## config.mk

```make
export PLATFORM = sky130hd
export DESIGN_NAME = sr_pulse_driver
export DESIGN_NICKNAME = d
export VERILOG_FILES = /design/src/rtl/sr_pulse_driver.sv
export SDC_FILE = /design/constraint.sdc
export NUM_CORES = 1
export LEC_CHECK = 0
export ABC_AREA = 1
export CORE_ASPECT_RATIO = 0.7
export CORE_MARGIN = 2
export CORE_UTILIZATION = 47
export DETAILED_ROUTE_END_ITERATION = 10
export GPL_TIMING_DRIVEN = 0
export PLACE_DENSITY = 0.78
export SETUP_SLACK_MARGIN = 0.05
export SLEW_MARGIN = 30
export SYNTH_ARGS = -nofsm -noshare
export SYNTH_HDL_FRONTEND = slang
export SYNTH_SLANG_ARGS = --single-unit
```

## constraint.sdc

```tcl
create_clock -name clk -period 1.5 [get_ports clk]
set_clock_uncertainty 0.05 [all_clocks]
set_input_delay 0.45 -clock clk [delete_from_list [all_inputs] [get_ports clk]]
set_output_delay 0.45 -clock clk [all_outputs]
set_load 0.005 [all_outputs]
```

## src/rtl/sr_pulse_driver.sv

```systemverilog
// sr_pulse_driver: turns valid/ready set/reset commands into fixed-width,
// non-overlapping, registered pulses for a cross-coupled NOR SR latch, then
// inserts a guard gap so the latch can settle before the next command.
//
// Optional build macro SR_RESPONSE_CHECK_EN: synchronises the latch Q/Qbar
// feedback and adds a one-cycle CHECK state that raises a sticky err flag
// when the latch did not take the commanded state.
//
// Handshake: a command transfers on a rising clk edge where cmd_valid and
// cmd_ready are both high. cmd_ready is high only in IDLE; a command offered
// while busy stays pending on the inputs until IDLE and is never dropped.
module sr_pulse_driver #(
  parameter int PULSE_W = 4,
  parameter int GAP_W   = 2,
  parameter int CNT_W   = 8
) (
  input  logic             clk,
  input  logic             rst_n,
  input  logic             cmd_valid,
  input  logic             cmd_op,
  output logic             cmd_ready,
  output logic             set,
  output logic             reset,
  input  logic             q_in,
  input  logic             qbar_in,
  output logic             busy,
  output logic             done,
  output logic             err,
  output logic [CNT_W-1:0] pulse_cnt,
  output logic [2:0]       dbg_state
);

  // Zero-width pulses or gaps are meaningless; clamp them to one cycle.
  localparam int PW   = (PULSE_W < 1) ? 1 : PULSE_W;
  localparam int GW   = (GAP_W < 1) ? 1 : GAP_W;
  localparam int TMAX = (PW > GW) ? PW : GW;
  localparam int TW   = (TMAX < 2) ? 1 : $clog2(TMAX);
  localparam logic [TW-1:0] PW_LAST = TW'(PW - 1);
  localparam logic [TW-1:0] GW_LAST = TW'(GW - 1);

  typedef enum logic [2:0] {
    ST_IDLE  = 3'd0,
    ST_PULSE = 3'd1,
    ST_GAP   = 3'd2,
    ST_CHECK = 3'd3,
    ST_DONE  = 3'd4
  } state_t;

  state_t           state_q, state_d;
  logic [TW-1:0]    timer_q, timer_d;
  logic             op_q, op_d;
  logic             set_q, set_d;
  logic             reset_q, reset_d;
  logic             done_q, done_d;
  logic [CNT_W-1:0] cnt_q, cnt_d;

`ifdef SR_RESPONSE_CHECK_EN
  logic [1:0] q_sync_q, q_sync_d;
  logic [1:0] qb_sync_q, qb_sync_d;
  logic       err_q, err_d;

  // Two-flop synchronisers for the asynchronous latch feedback.
  always_comb begin
    q_sync_d  = {q_sync_q[0], q_in};
    qb_sync_d = {qb_sync_q[0], qbar_in};
  end

  // Synchroniser and sticky error registers.
  always_ff @(posedge clk or negedge rst_n) begin
    if (!rst_n) begin
      q_sync_q  <= 2'b00;
      qb_sync_q <= 2'b00;
      err_q     <= 1'b0;
    end else begin
      q_sync_q  <= q_sync_d;
      qb_sync_q <= qb_sync_d;
      err_q     <= err_d;
    end
  end

  assign err = err_q;
`else
  // Feedback is not observed in this build.
  logic unused_fb;
  assign unused_fb = q_in ^ qbar_in;
  assign err       = 1'b0;
`endif

  // Next-state, timer, captured op and registered-output computation.
  always_comb begin
    state_d = state_q;
    timer_d = timer_q;
    op_d    = op_q;
    cnt_d   = cnt_q;
`ifdef SR_RESPONSE_CHECK_EN
    err_d   = err_q;
`endif
    case (state_q)
      ST_IDLE: begin
        timer_d = '0;
        if (cmd_valid) begin
          op_d    = cmd_op;
          state_d = ST_PULSE;
        end
      end
      ST_PULSE: begin
        if (timer_q == PW_LAST) begin
          timer_d = '0;
          state_d = ST_GAP;
        end else begin
          timer_d = timer_q + TW'(1);
        end
      end
      ST_GAP: begin
        if (timer_q == GW_LAST) begin
          timer_d = '0;
`ifdef SR_RESPONSE_CHECK_EN
          state_d = ST_CHECK;
`else
          state_d = ST_DONE;
`endif
        end else begin
          timer_d = timer_q + TW'(1);
        end
      end
`ifdef SR_RESPONSE_CHECK_EN
      ST_CHECK: begin
        // Latch must show q == op and qbar == ~op; q == qbar is always wrong.
        if ((q_sync_q[1] != op_q) || (qb_sync_q[1] != !op_q)) begin
          err_d = 1'b1;
        end
        state_d = ST_DONE;
      end
`endif
      ST_DONE: begin
        state_d = ST_IDLE;
      end
      default: begin
        state_d = ST_IDLE;
      end
    endcase

    // Count on entry to DONE so pulse_cnt updates together with done.
    if (state_d == ST_DONE) begin
      cnt_d = cnt_q + CNT_W'(1);
    end

    // Outputs are decoded from the next state so they come straight off flops.
    set_d   = (state_d == ST_PULSE) && op_d;
    reset_d = (state_d == ST_PULSE) && !op_d;
    done_d  = (state_d == ST_DONE);
  end

  // State and output registers.
  always_ff @(posedge clk or negedge rst_n) begin
    if (!rst_n) begin
      state_q <= ST_IDLE;
      timer_q <= '0;
      op_q    <= 1'b0;
      set_q   <= 1'b0;
      reset_q <= 1'b0;
      done_q  <= 1'b0;
      cnt_q   <= '0;
    end else begin
      state_q <= state_d;
      timer_q <= timer_d;
      op_q    <= op_d;
      set_q   <= set_d;
      reset_q <= reset_d;
      done_q  <= done_d;
      cnt_q   <= cnt_d;
    end
  end

  assign cmd_ready = (state_q == ST_IDLE);
  assign busy      = (state_q != ST_IDLE);
  assign set       = set_q;
  assign reset     = reset_q;
  assign done      = done_q;
  assign pulse_cnt = cnt_q;
  assign dbg_state = state_q;

endmodule

```

==> impl_results.md, run 1 <==
* DR iter-0 viols at 16
* Final setup vio count at 2
* Critical path class: reg2out
* Port bufs at 19
* Skew-Pair Late Insertion Delay at 0.29 ns
* Total number of H-tree levels at 1
* Routed WL at 1.99 mm
* Worst Slack Setup Final at -0.166 ns
* FP Rows at 13
* Ranking of synthesized cells by area: dfrtp_1, nand2_1, inv_1, ha_1, nand3_1
* Tightest Pin Transition at 0.760 ns
* WP data arrival at 1.17 ns
* Status: finished, violations left
* Syn avg cell area at 8.54 sq um
* Slowest stage cell, crit path: dfrtp_2
* Worst path bufs/invs at 3
* Vias at 795
* Die Height at 40.2 um
* Ys async rst share at 100%
* Synthesized cell area at 880 sq um
* Relative slew slack at 49.2%
* CTS Sinks at 17
* Post-layout nets at 159
* Critical path required time at 1.00 ns
* R2r startpoint: timer_q[1]
* Worst min-delay path category: reg2reg
* Root buffer cell: clkbuf_4
* Fin area at 1310 sq um
* # hold bufs at CTS at 0
* Metal2 WL at 933 um
* Failing checks: negative setup slack
* Layout area overhead at 49.2%
* Vias in the first global route at 675
* Share of the synthesized area in the top cell type at 48.4%
* Non-Filler Instances at 170
* Fin. Hold Viols at 0
* Gr usage total at 19.1%
* TritonCTS buffer count at 3
* Placed cell area at 1100 sq um
* CTS tree: built
* Synth area leader: dfrtp_1
* Routed wire per std cell at 11.7 um
* Pin count of the biggest net entering global routing at 18
* CTS Buffer Depth at 2
* Worst path max stage delay at 0.42 ns
* Fin crit share at 111%
* MaxCap Viol Count at 0
* Vias per cell at 4.68
* Cell Pwr Density at 1550 nW/um^2
* Met1 Wirelength at 944 um
* Metal3 WL at 101 um
* Crit path time final at 1.67 ns
* Initial Util at 48.7%
* N_diodes at 0
* Worst VDD drop at 0.00113 V
* Uppermost layer routed: met4
* Yosys Warn Count at 0
* Cell Chain, Critical Path: buf_6 > nor2_4 > nand2_2 > inv_1 > buf_2
* Syn Nets at 113
* Leak Pwr at 0.674 nW
* Post-Place Cells at 144
* Seq/Total Area, Yosys at 48.4%
* Final GP Congestion at 0.739
* Initial antenna violation count at 0
* EDFF count, synth at 0
* F_max at 0.600 GHz
* Hold Crit Start: op_q
* Seq cells post-synth at 17
* First-pass GRT wire length at 3.07 mm
* Core area at 1810 sq um
* Synth unique cells at 21
* Max Slew Vio Count at 0
* Startpoint Class: register
* ANT nets after route at 0
* Die Area at 2240 sq um
* Detailed-placement wirelength estimate at 1.24 mm
* Leading register cell type out of synthesis: dfrtp_1
* CTS clk-pin slew, worst paths at 0.09 ns
* Ports at 23
* RSZ-0062 raised after global routing: yes
* Initial DRT Pass Iterations at 4
* Die width at 55.7 um
* Crit end category: output port
* Worst path top cell family by delay: flip-flops
* Filler Cells Inserted at 134
* Cell types with the highest counts after synthesis: nand2_1, dfrtp_1, inv_1
* Global route overflow at 0
* DRC at 0
* Crit path max fanout at 2
* Worst setup path start: dbg_state[0]
* Layout cells sized above 1 at 31.8%
* Mapped Cells at 103
* Most common cell in the netlist: nand2_1
[stage by stage]
step | util (%) | setup slack (ns) | power [mW] | setup TNS [ns] | hold slack [ns]
after floorplan | - | 0.225 | 1.19 | 0 | 0.104
after global placement | 60.8 | -0.244 | 1.51 | -0.453 | 0.426
after detailed placement | 60.8 | -0.265 | 1.56 | -0.688 | 0.434
after CTS | 68.5 | -0.140 | 1.90 | -0.261 | 0.495
after global routing | 72.7 | -0.234 | 2.20 | -0.448 | 0.510
final | 72.7 | -0.166 | 2.03 | -0.313 | 0.482
[path summary, 6_finish.rpt]
kind | endpoint | slack [ns] | cells after the start
worst max-delay path | cmd_ready | -0.17 | 5
worst min-delay path | op_q | 0.48 | 2
worst max register to register | pulse_cnt[1] | 0.15 | 7
worst min register to register | op_q | 0.48 | 2
max in group asynchronous | dbg_state[0] | 0.33 | 1
min in group asynchronous | pulse_cnt[4] | 0.55 | 1
[where the power goes]
part	leakage, nW	internal (mW)	switching [mW]
Combinational	0.440	0.553	0.567
Clock	0.0150	0.103	0.141
Sequential	0.218	0.589	0.0778
Total	0.674	1.24	0.786
[worst min-delay path: stages, from the launching register on]
cell and delay [ns]:
dfrtp_1 0.36, nand2_1 0.07, o21ai_2 0.07
[metal layers]
layer | vias up | global-route usage (%)
met5 | - | 0
met4 | 0 | 9.15
met3 | 2 | 8.06
met2 | 22 | 30.1
met1 | 365 | 23.6
li1 | 406 | -
[registers in the layout, summed over array words and instances, names as in the netlist]
signal and count:
op_q 1, set 1, reset 1, dbg_state 3, timer_q 2, done 1, pulse_cnt 8
[final cells by class]
| class | instances | area [sq um] | share of cell area [%] |
|---|---|---|---|
| Tap cell | 22 | 27.5 | 2.10 |
| Clock buffer | 4 | 26.3 | 2.00 |
| Buffer | 1 | 7.51 | 0.572 |
| Sequential cell | 17 | 429 | 32.7 |
| Multi-Input combinational cell | 67 | 388 | 29.6 |
| Inverter | 19 | 76.3 | 5.82 |
| Timing Repair Buffer | 40 | 358 | 27.3 |
[logic make-up (layout without fill, tap and decap cells)]
family / count (synthesis) / count (layout) / synth area share, %
AOI/OAI and AO/OA: 4 / 4 / 2.70
buffers and inverters: 20 / 64 / 9.53
and+or+nand+nor: 55 / 56 / 31.3
xor gates and xnor gates: 2 / 2 / 1.99
other: 1 / 1 / 0.426
DFF: 17 / 17 / 48.4
adders and majority gates: 4 / 4 / 5.69
[placed cells by master, fill, tap and decap left out, drive strengths merged]
| cell | netlist | layout |
|---|---|---|
| buf | 1 | 27 |
| clkbuf | 0 | 4 |
| clkdlybuf4s15 | 0 | 9 |
| clkdlybuf4s50 | 0 | 3 |
| clkinv | 1 | 1 |
| conb | 1 | 1 |
| dfrtp | 17 | 17 |
| dlygate4sd2 | 0 | 2 |
| ha | 4 | 4 |
| inv | 18 | 18 |
| nand2 | 30 | 30 |
| nand3 | 9 | 10 |
| nand4 | 3 | 3 |
| nor2 | 10 | 10 |
| nor3 | 3 | 3 |
| o21ai | 4 | 4 |
| xnor2 | 2 | 2 |
[repair_timing]
action	4_1_cts	5_1_grt
gates resized for setup	44	9
gates cloned	0	1
setup buffers	16	6
endpoints found under the setup margin	16	13
pin swaps	1	2
No activity file was read; power rests on OpenSTA's default activity.
==> run 2, diff against run 1 <==
- TNS_END_PERCENT: default -> 10
==> impl_results.md, run 2 (same netlist as run 1, synthesis figures left out) <==
* CTS Sinks at 17
* Sw Ratio at 38.9%
* Pin count of the biggest net entering global routing at 18
* F_max at 0.604 GHz
* Startpoint Class: register
* Leak Pwr at 0.639 nW
* Hold Crit Start: op_q
* Worst Slack Setup Final at -0.155 ns
* Fin crit share at 110%
* Vias per cell at 4.71
* Initial Util at 48.7%
* CTS clk-pin slew, worst paths at 0.09 ns
* DRC at 0
* Ports at 23
* Combinational power share at 52.7%
* Die width at 55.7 um
* Fin. Hold Viols at 0
* Filler Cells Inserted at 146
* Crit path time final at 1.65 ns
* DP Worst Slack at -0.265 ns
* Fin area at 1240 sq um
* CTS tree: built
* Hold_ws at 0.485 ns
* N_diodes at 0
* Max reg flops at 8
* Commonest non-fill, non-tap cells in the layout: nand2_1, inv_1, dfrtp_1
* Status: finished, violations left
* Cell Pwr Density at 1550 nW/um^2
* Port bufs at 19
* Failing checks: negative setup slack
* Worst min-delay path category: reg2reg
* Vias in the first global route at 673
* Clk pwr share at 12.7%
* Routed wire per std cell at 11.5 um
* Flop pwr share at 34.6%
* Non-Filler Instances at 163
* Placed cell area at 1100 sq um
* MaxCap Viol Count at 0
* Core area at 1810 sq um
* Layout cells sized above 1 at 29.8%
* Layout area overhead at 40.5%
* Gr usage total at 18.7%
* Die Area at 2240 sq um
* Worst setup path start: dbg_state[0]
* Initial DRT Pass Iterations at 2
* Setup TNS at -0.291 ns
* CTS Buffer Depth at 2
* Global route overflow at 0
* TritonCTS buffer count at 3
* Critical path class: reg2out
* WP data arrival at 1.15 ns
* Initial antenna violation count at 0
* Relative slew slack at 48.5%
* Commonest non-fill, non-tap cell in the layout: nand2_1
* Detailed-placement wirelength estimate at 1.24 mm
* R2r startpoint: dbg_state[0]
* Worst VDD drop at 0.000977 V
* Final cell utilization of the core at 68.5%
* Cell-internal power at 1.17 mW
* Skew-Pair Late Insertion Delay at 0.29 ns
* Root buffer cell: clkbuf_4
* DR iter-0 viols at 16
* RSZ-0062 raised after global routing: yes
* Total number of H-tree levels at 1
* Vias at 768
* First-pass GRT wire length at 2.98 mm
* Routed WL at 1.87 mm
* Crit end category: output port
* Post-layout nets at 152
* Critical path required time at 1.00 ns
* Max Slew Vio Count at 0
* Final setup vio count at 2
* Final GP Congestion at 0.739
* Tightest Pin Transition at 0.771 ns
* Post-Place Cells at 144
* Total Power at 1.92 mW
* FP Rows at 13
* Sw Pwr at 746 uW
* Crit path max fanout at 2
* ANT nets after route at 0
* Die Height at 40.2 um
## run 2: final timing paths
kind | slack, ns | cells past startpoint | end
worst max-delay path | -0.15 | 5 | cmd_ready
worst min-delay path | 0.48 | 2 | op_q
worst max register to register | 0.06 | 9 | pulse_cnt[7]
worst min register to register | 0.48 | 2 | op_q
max in group asynchronous | 0.32 | 1 | dbg_state[0]
min in group asynchronous | 0.55 | 1 | pulse_cnt[4]
## run 2: worst max-delay path, stage by stage (launching register included)
cell and delay [ns]:
dfrtp_2 0.42, buf_6 0.12, nor2_4 0.12, nand2_2 0.07
inv_1 0.05, buf_2 0.10
## run 2: metal layers
layer | vias up | wire [um] | global-route usage (%)
li1 | 393 | - | -
met1 | 349 | 890 | 22.4
met2 | 22 | 853 | 32.1
met3 | 4 | 103 | 7.42
met4 | 0 | 20 | 6.10
met5 | - | 0 | 0
## run 2: layout make-up
| type | instances | area, sq um | area share [%] |
|---|---|---|---|
| Clock buffer | 4 | 26.3 | 2.13 |
| Tap cell | 22 | 27.5 | 2.23 |
| Multi-Input combinational cell | 66 | 373 | 30.2 |
| Buffer | 1 | 7.51 | 0.607 |
| Sequential cell | 17 | 429 | 34.7 |
| Inverter | 19 | 76.3 | 6.17 |
| Timing Repair Buffer | 34 | 297 | 24.0 |
## run 2: power groups by stage
stage | clock network (mW) | registers [mW] | logic (mW)
floorplan | 0 | 0.714 | 0.479
CTS | 0.254 | 0.658 | 0.967
global route | 0.274 | 0.682 | 1.13
global placement | 0 | 0.715 | 0.797
finish | 0.244 | 0.664 | 1.01
detailed placement | 0 | 0.724 | 0.836
## run 2: timing repair
action,in CTS,in global routing
hold buffers,0,0
cloned,0,0
endpoints found under the setup margin,16,12
pin swaps,1,1
gates resized for setup,34,16
setup buffers,14,1
==> RTL edit (settings of run 2) <==
Add a define of `SR_RESPONSE_CHECK_EN`.
--- a/src/rtl/sr_pulse_driver.sv
+++ b/src/rtl/sr_pulse_driver.sv
@@ -9,6 +9,8 @@
 // Handshake: a command transfers on a rising clk edge where cmd_valid and
 // cmd_ready are both high. cmd_ready is high only in IDLE; a command offered
 // while busy stays pending on the inputs until IDLE and is never dropped.
+`define SR_RESPONSE_CHECK_EN
+
 module sr_pulse_driver #(
   parameter int PULSE_W = 4,
   parameter int GAP_W   = 2,
Function: changed (a bounded check fails within 10 cycles, from zero or initial values and one cycle with rst_n low).
==> RTL edit against run 2 <==
  * Wire length is 20% higher
  * The flow still finishes with violations (setup timing)
  * Count of clock-buffer cells in the layout stayed put
  * Global-route usage rose by 1.1 points
  * Sequential cell count increased by 5
  * Largest cell class unchanged
  * Highest routed layer unchanged
  * Synthesized area rose by 20%
  * Clock power is 36% higher
  * Power increased by 34%
  * Cell area up 17%
  * Worst setup slack better by 0.026 ns
  * Synthesized cell count increased by 6.8%
  * Register-to-register slack improved by 0.02 ns
==> RTL edit: results (changes against run 2) <==
* Clock sinks at 22 (+5)
* Synthesized-area fraction occupied by ao, oa, aoi and oai cells at 2.97% (+0.27 points)
* Clock power share at 12.9% (+0.2 points)
* Crit Path Max Fanout at 3 (+1)
* Worst vdd ir at 1070 uV (+9.7%)
* Hpwl dp at 1440 um (+16%)
* Number of global-route vias before repair at 797 (+18%)
* Outcome: finished, violations left
* Post-synth net total at 120 (+6.2%)
* Failing checks: setup timing
* Worst R2R Setup Slack at 0.08 ns (+0.02 ns)
* Clock network share of area at 2.51% (+0.39 points)
* Largest net degree at the start of global routing at 23 (+5)
* Post-CTS setup buffer count at 15 (+1)
* Total power at 2.58 mW (+34%)
* Endpoints failing setup at 4 (+2)
* Rows at 14 (+1)
* Xor and xnor fraction of the mapped netlist area at 4.04% (+2.0 points)
* Placed instance area at 1310 sq um (+20%)
* LEAKAGE at 0.766 nW (+20%)
* R2r worst-path depth at 5 (-4)
* First DRT Iteration DRCs at 18 (+2)
* Post-CTS Resized at 56 (+65%)
* Number of port buffers at 22 (+3)
* Pre-antenna DRT Iters at 4 (+2)
* Final worst slack at -0.129 ns (+0.0256 ns)
[RTL edit: changes by cell type after synthesis, sizes merged, moves of 2 or more]
cell	delta
dfrtp	+5
nand2	+3
nand4	-2
nor2	-2
nor3	-2
xor2	+2
[RTL edit: critical path, stage by stage, from the launching register on]
cell	delay, ns
dfrtp_2	0.46
nor2_4	0.14
nand2_4	0.07
inv_4	0.06
buf_6	0.08
[RTL edit: worst max path at each step]
| stage | end | depth (start not counted) |
|---|---|---|
| 6_report | cmd_ready | 4 |
| 5_1_grt | cmd_ready | 4 |
| 2_1_floorplan | cmd_ready | 3 |
| 3_3_place_gp | cmd_ready | 4 |
| 3_5_place_dp | cmd_ready | 4 |
| 4_1_cts | cmd_ready | 4 |
[RTL edit: kinds of logic after synthesis]
group,Yosys count
xor gates and xnor gates,4
and+or+nand+nor,56
buffers and inverters,19
adders and majority gates,4
DFF,22
AOI/OAI and AO/OA,5
